[config.mk]
export PLATFORM = sky130hd
export DESIGN_NAME = halt_controller
export DESIGN_NICKNAME = d
export VERILOG_FILES = /design/src/rtl/halt_pkg.sv /design/src/rtl/halt_controller_sat_counter.sv /design/src/rtl/halt_controller.sv
export SDC_FILE = /design/constraint.sdc
export NUM_CORES = 1
export LEC_CHECK = 0
export ABC_CLOCK_PERIOD_IN_PS = 3760
export BUFFER_PORTS_ARGS = -buffer_cell sky130_fd_sc_hd__buf_4
export CORE_UTILIZATION = 35
export DETAILED_ROUTE_END_ITERATION = 10
export GPL_ROUTABILITY_DRIVEN = 0
export PLACE_DENSITY_LB_ADDON = 0.05
export SLEW_MARGIN = 20
export SYNTH_ARGS = -nofsm -noshare
export SYNTH_HDL_FRONTEND = slang
export SYNTH_SLANG_ARGS = --single-unit
[constraint.sdc]
create_clock -name clk -period 3.76 [get_ports clk]
set_clock_uncertainty 0.1 [all_clocks]
set_input_delay 0.376 -clock clk [delete_from_list [all_inputs] [get_ports clk]]
set_output_delay 0.376 -clock clk [all_outputs]
set_load 0.1 [all_outputs]
[src/rtl/halt_pkg.sv]
// ----------------------------------------------------------------------------
// halt_pkg
// Shared types and constants for the halt controller.
//   halt_state_t        : controller states (STEP only reachable when the
//                         HALT_SINGLE_STEP_EN build option is defined)
//   DEFAULT_HALT_OPCODE : instruction encoding treated as HALT by default
// ----------------------------------------------------------------------------
package halt_pkg;

    typedef enum logic [2:0] {
        RUN    = 3'd0,
        DRAIN  = 3'd1,
        HALTED = 3'd2,
        RESUME = 3'd3,
        STEP   = 3'd4
    } halt_state_t;

    localparam logic [31:0] DEFAULT_HALT_OPCODE = 32'hFFFF_FFFF;

endpackage

[src/rtl/halt_controller_sat_counter.sv]
// ----------------------------------------------------------------------------
// sat_counter
// Registered up-counter that sticks at all-ones instead of wrapping.
// Ports:
//   clk   : clock
//   rst_n : asynchronous active-low reset, clears the count
//   inc   : increment request for this cycle
//   count : current count value (registered)
// ----------------------------------------------------------------------------
module sat_counter #(
    parameter int W = 8
) (
    input  logic         clk,
    input  logic         rst_n,
    input  logic         inc,
    output logic [W-1:0] count
);

    // Count register: increments on request unless already saturated.
    always_ff @(posedge clk or negedge rst_n) begin
        if (!rst_n) begin
            count <= '0;
        end else if (inc && (count != {W{1'b1}})) begin
            count <= count + W'(1);
        end
    end

endmodule

[src/rtl/halt_controller.sv]
// ----------------------------------------------------------------------------
// halt_controller
// Watches the decode stage for the HALT opcode, stalls fetch, waits
// DRAIN_CYCLES for older instructions to retire, then sits in a sticky
// HALTED state exposing the captured HALT PC. A resume request produces a
// one-cycle fetch redirect to halt_pc+4. HALTED entries are counted with a
// saturating counter.
//
// Build option: HALT_SINGLE_STEP_EN adds the step_req input and the STEP
// state (redirect for one cycle with fetch released, then re-halt).
//
// Ports:
//   clk, rst_n      : clock, asynchronous active-low reset
//   id_valid        : id_instr/id_pc hold a valid decode-stage instruction
//   id_instr, id_pc : decode-stage instruction and its PC
//   flush           : branch/jump flush, kills the decode-stage instruction
//   resume_req      : level request to leave HALTED
//   step_req        : (HALT_SINGLE_STEP_EN only) single-step request
//   stall_fetch     : freeze PC and IF/ID register
//   halted          : core fully halted
//   halt_pc         : captured HALT PC while halted, else 0
//   resume_valid    : one-cycle redirect pulse
//   resume_pc       : halt_pc+4 during the redirect pulse, else 0
//   halt_count      : saturating count of HALTED entries
// ----------------------------------------------------------------------------
module halt_controller
    import halt_pkg::*;
#(
    parameter int              XLEN         = 32,
    parameter logic [XLEN-1:0] HALT_OPCODE  = DEFAULT_HALT_OPCODE,
    parameter int              DRAIN_CYCLES = 3,
    parameter int              CNT_W        = 8
) (
    input  logic             clk,
    input  logic             rst_n,
    input  logic             id_valid,
    input  logic [XLEN-1:0]  id_instr,
    input  logic [XLEN-1:0]  id_pc,
    input  logic             flush,
    input  logic             resume_req,
`ifdef HALT_SINGLE_STEP_EN
    input  logic             step_req,
`endif
    output logic             stall_fetch,
    output logic             halted,
    output logic [XLEN-1:0]  halt_pc,
    output logic             resume_valid,
    output logic [XLEN-1:0]  resume_pc,
    output logic [CNT_W-1:0] halt_count
);

    // Drain counter must hold DRAIN_CYCLES; keep at least one bit when it is 0.
    localparam int            DW         = (DRAIN_CYCLES > 1) ? $clog2(DRAIN_CYCLES + 1) : 1;
    localparam logic [DW-1:0] DRAIN_INIT = DW'(DRAIN_CYCLES);
    localparam bit            NO_DRAIN   = (DRAIN_CYCLES == 0);

    halt_state_t     state_r;
    logic [DW-1:0]   drain_cnt_r;
    logic [XLEN-1:0] pc_r;
    logic            detect_s;
    logic            enter_halt_s;
    logic [XLEN-1:0] next_pc_s;

    assign detect_s  = id_valid && (id_instr == HALT_OPCODE) && !flush;
    assign next_pc_s = pc_r + XLEN'(4);

`ifdef HALT_SINGLE_STEP_EN
    logic [XLEN-1:0] step_pc_s;

    // After a step, re-arm on the current decode PC, or the sequential PC if
    // decode holds nothing valid.
    assign step_pc_s = id_valid ? id_pc : next_pc_s;
`endif

    // Flags the cycle in which the FSM transitions into HALTED (counter bump).
    always_comb begin
        enter_halt_s = 1'b0;
        case (state_r)
            RUN:     enter_halt_s = detect_s && NO_DRAIN;
            DRAIN:   enter_halt_s = !flush && (drain_cnt_r == DW'(1));
`ifdef HALT_SINGLE_STEP_EN
            STEP:    enter_halt_s = NO_DRAIN;
`endif
            default: enter_halt_s = 1'b0;
        endcase
    end

    // Controller FSM with all outputs registered alongside the state.
    always_ff @(posedge clk or negedge rst_n) begin
        if (!rst_n) begin
            state_r      <= RUN;
            drain_cnt_r  <= '0;
            pc_r         <= '0;
            stall_fetch  <= 1'b0;
            halted       <= 1'b0;
            halt_pc      <= '0;
            resume_valid <= 1'b0;
            resume_pc    <= '0;
        end else begin
            // Redirect outputs are pulses; only the leaving-HALTED branches raise them.
            resume_valid <= 1'b0;
            resume_pc    <= '0;
            case (state_r)
                RUN: begin
                    if (detect_s) begin
                        pc_r        <= id_pc;
                        stall_fetch <= 1'b1;
                        if (NO_DRAIN) begin
                            state_r <= HALTED;
                            halted  <= 1'b1;
                            halt_pc <= id_pc;
                        end else begin
                            state_r     <= DRAIN;
                            drain_cnt_r <= DRAIN_INIT;
                        end
                    end
                end
                DRAIN: begin
                    // A flush means the HALT itself was on a wrong path.
                    if (flush) begin
                        state_r     <= RUN;
                        pc_r        <= '0;
                        drain_cnt_r <= '0;
                        stall_fetch <= 1'b0;
                    end else if (drain_cnt_r == DW'(1)) begin
                        state_r     <= HALTED;
                        drain_cnt_r <= '0;
                        halted      <= 1'b1;
                        halt_pc     <= pc_r;
                    end else begin
                        drain_cnt_r <= drain_cnt_r - DW'(1);
                    end
                end
                HALTED: begin
                    if (resume_req) begin
                        state_r      <= RESUME;
                        halted       <= 1'b0;
                        halt_pc      <= '0;
                        resume_valid <= 1'b1;
                        resume_pc    <= next_pc_s;
`ifdef HALT_SINGLE_STEP_EN
                    end else if (step_req) begin
                        state_r      <= STEP;
                        halted       <= 1'b0;
                        halt_pc      <= '0;
                        stall_fetch  <= 1'b0;
                        resume_valid <= 1'b1;
                        resume_pc    <= next_pc_s;
`endif
                    end
                end
                RESUME: begin
                    state_r     <= RUN;
                    pc_r        <= '0;
                    stall_fetch <= 1'b0;
                end
`ifdef HALT_SINGLE_STEP_EN
                STEP: begin
                    pc_r        <= step_pc_s;
                    stall_fetch <= 1'b1;
                    if (NO_DRAIN) begin
                        state_r <= HALTED;
                        halted  <= 1'b1;
                        halt_pc <= step_pc_s;
                    end else begin
                        state_r     <= DRAIN;
                        drain_cnt_r <= DRAIN_INIT;
                    end
                end
`endif
                default: begin
                    state_r     <= RUN;
                    drain_cnt_r <= '0;
                    pc_r        <= '0;
                    stall_fetch <= 1'b0;
                    halted      <= 1'b0;
                    halt_pc     <= '0;
                end
            endcase
        end
    end

    sat_counter #(
        .W (CNT_W)
    ) u_halt_count (
        .clk   (clk),
        .rst_n (rst_n),
        .inc   (enter_halt_s),
        .count (halt_count)
    );

endmodule
==> flow_summary.json <==
{
  "setup_violations": 0,
  "nFillCells": 1198,
  "drc": 0,
  "p_clk_share_pct": 44.3,
  "start_util_pct": 36.6,
  "slew_viol_final": 0,
  "rsz0062_at_grt": "no",
  "port_buffers": 143,
  "hp-class": "input port to flip-flop",
  "antennaDiodeCount": 0,
  "end_kind": "flip-flop",
  "yosys_warnings": 0,
  "stdcell_area_sq_um": 6240,
  "post-route-util_pct": 48.7,
  "first_pass_iters": 4,
  "final_common_cell": "buf_4",
  "period_needed_ns": 2.51,
  "avgSynthCellArea_sq_um": 12.1,
  "combPwrFrac_pct": 3.7,
  "max_slew_margin_pct": 46.8,
  "tritoncts.num_buffers": 9,
  "p_leak_nw": 3.01,
  "synth_edf_count": 0,
  "ff2ff_path_depth": 5,
  "power.share.switching_pct": 19.8,
  "ant_nets": 0,
  "track_usage_pct": 18.2,
  "max_cap_viol_count": 0,
  "vias": 3489,
  "max_freq_ghz": 0.399,
  "overflow": 0,
  "htreeDepth": 3,
  "hpwlAfterDp_um": 8040,
  "drtIter0Drc": 150,
  "period_share_pct": 66.6,
  "fin_nets": 603,
  "core_sq_um": 12800,
  "dpl-instance-area_sq_um": 5920,
  "synth_seq_cells": 111,
  "finalWorstSetupSlack_ns": 1.25,
  "synthToLayoutAreaGrowth_pct": 33.2,
  "critPathKind": "flip-flop to flip-flop",
  "holdPathStages": 2,
  "dieHeight_um": 118,
  "die_w_um": 118,
  "grt_start_max_net_pins": 56,
  "critPathMaxFanout": 33,
  "post_cts_buffers": 0,
  "p_int_mw": 1.84,
  "synthArstFlopShare_pct": 100,
  "cp-startpoint": "state_r[0]",
  "met3_usage_pct": 5.28,
  "power-per-cell-area_nw_per_um2": 367,
  "cts_tree": "yes",
  "critPathArrivalTime_ns": 2.64,
  "post-place-ws_ns": 1.25,
  "holdCritStartpoint": "id_pc[15]",
  "path_clk_slew_ns": 0.07,
  "hold_viol": 0,
  "die-area_sq_um": 13900,
  "avgViaCountPerCell": 4.97,
  "cp_slowest_cell": "nand3_2",
  "crit_path_start_kind": "flip-flop",
  "io_pins": 144,
  "grt_most_used_layer": "met2",
  "grt_pass1_vias": 3531,
  "status": "finished, final reports clean",
  "cp.required_ns": 3.89,
  "rr_startpoint": "state_r[0]",
  "irDropWorstVdd_v": 0.000232,
  "tightest_slew_ns": 0.797,
  "cts_max_path_buffers": 2,
  "final_cell_mix": "buf_4, dfrtp_1, a22o_1, nor2_1, xnor2_1",
  "routedWlPerCell_um": 16.8,
  "wl_um": 11800,
  "synth.distinct_cells": 42,
  "cp_slowest_stage_delay_ns": 0.65,
  "cts_root_buf": "clkbuf_16",
  "fin_setup_tns_ns": 0,
  "ctsResizeCount": 0,
  "power_switching_mw": 0.454,
  "antenna_found_initial": 0,
  "p_seq_share_pct": 52.0,
  "hold_slack_ns": 0.136,
  "synth_nets": 465,
  "clock_latency_ns": 0.35,
  "use_met2_pct": 28.1,
  "drive_above_1_share_pct": 33.8,
  "cts_hold_buf": 1,
  "syn_area_sq_um": 4690,
  "netlist_instances": 388,
  "ys_seq_area_share_pct": 59.2,
  "rows": 41,
  "cp_cell_sequence": "inv_1 -> ha_1 -> nand2b_1 -> nand3_2 -> a22o_1",
  "ys.flop_type": "dfrtp_1",
  "cts.sinks": 111,
  "grt_pass1_wl_um": 19500,
  "gr-usage-met1_pct": 24.4
}
==> path summary, 6_finish.rpt <==
| path | end | slack (ns) |
|---|---|---|
| min in group asynchronous | pc_r[7] | 0.52 |
| max in group asynchronous | pc_r[8] | 2.17 |
| worst max-delay path | halt_pc[24] | 1.25 |
| worst min register to register | halted | 0.39 |
| worst max register to register | halt_pc[24] | 1.25 |
| worst min-delay path | pc_r[15] | 0.14 |
==> per-layer routing <==
metal / vias up / routed length, um
li1: 1693 / -
met1: 1697 / 5570
met2: 85 / 5480
met3: 14 / 573
met4: 0 / 174
met5: - / 0
==> layout make-up <==
type | instances | area, sq um | area share [%]
Clock buffer | 12 | 246 | 3.95
Tap cell | 172 | 215 | 3.45
Multi-Input combinational cell | 240 | 1750 | 28.1
Inverter | 13 | 48.8 | 0.782
Clock inverter | 3 | 67.6 | 1.08
Timing Repair Buffer | 151 | 1140 | 18.2
Sequential cell | 111 | 2780 | 44.5
==> per-stage QoR <==
stage	instances	total power, mW
floorplan	388	1.22
global placement	686	1.30
detailed placement	686	1.30
CTS	702	2.33
global route	702	2.38
finish	702	2.29
==> cell families (layout without fill, tap and decap cells) <==
family | count (synthesis) | after routing | synth area share [%]
xor gates and xnor gates | 27 | 27 | 5.04
muxes | 1 | 1 | 0.240
buffers and inverters | 37 | 179 | 3.79
and+or+nand+nor | 109 | 109 | 13.6
DFF | 111 | 111 | 59.2
AOI/OAI and AO/OA | 95 | 95 | 16.0
adders and majority gates | 8 | 8 | 2.14
==> worst max-delay path, delay by kind of cell (launching register included) <==
family          cells  cell delay [ns]
buf+inv             1             0.09
compound gates      1             0.48
simple gates        2             0.88
flops               1             0.45
fa+ha+maj           1             0.37
==> sequential cells by signal, indices dropped and copies added (netlist names) <==
register            cells
resume_valid            1
stall_fetch             1
pc_r                   32
halted                  1
halt_pc                32
u_halt_count.count      8
drain_cnt_r             2
state_r                 2
resume_pc              32
==> power groups by stage <==
stage                     logic [mW]  registers [mW]  clock network [mW]
after CTS                     0.0867            1.19                1.05
after global routing          0.0942            1.19                1.09
final                         0.0840            1.19                1.02
after floorplan              0.00223            1.22                   0
after detailed placement      0.0856            1.22                   0
after global placement        0.0848            1.22                   0
==> synth_stat cells, drive strengths merged, types with 9 or more instances <==
cell      n  share of area (%)
xor2      9                1.7
dfrtp   111                 59
o21ai    13                1.4
a22o     64                 12
clkbuf   13                1.0
nor2     25                2.0
xnor2    18                3.4
nand3    10                1.1
buf      11                1.7
inv      13                1.0
nor3     13                1.9
nand4    18                2.5
nand2    16                1.3
No activity file was read; power rests on OpenSTA's default activity.
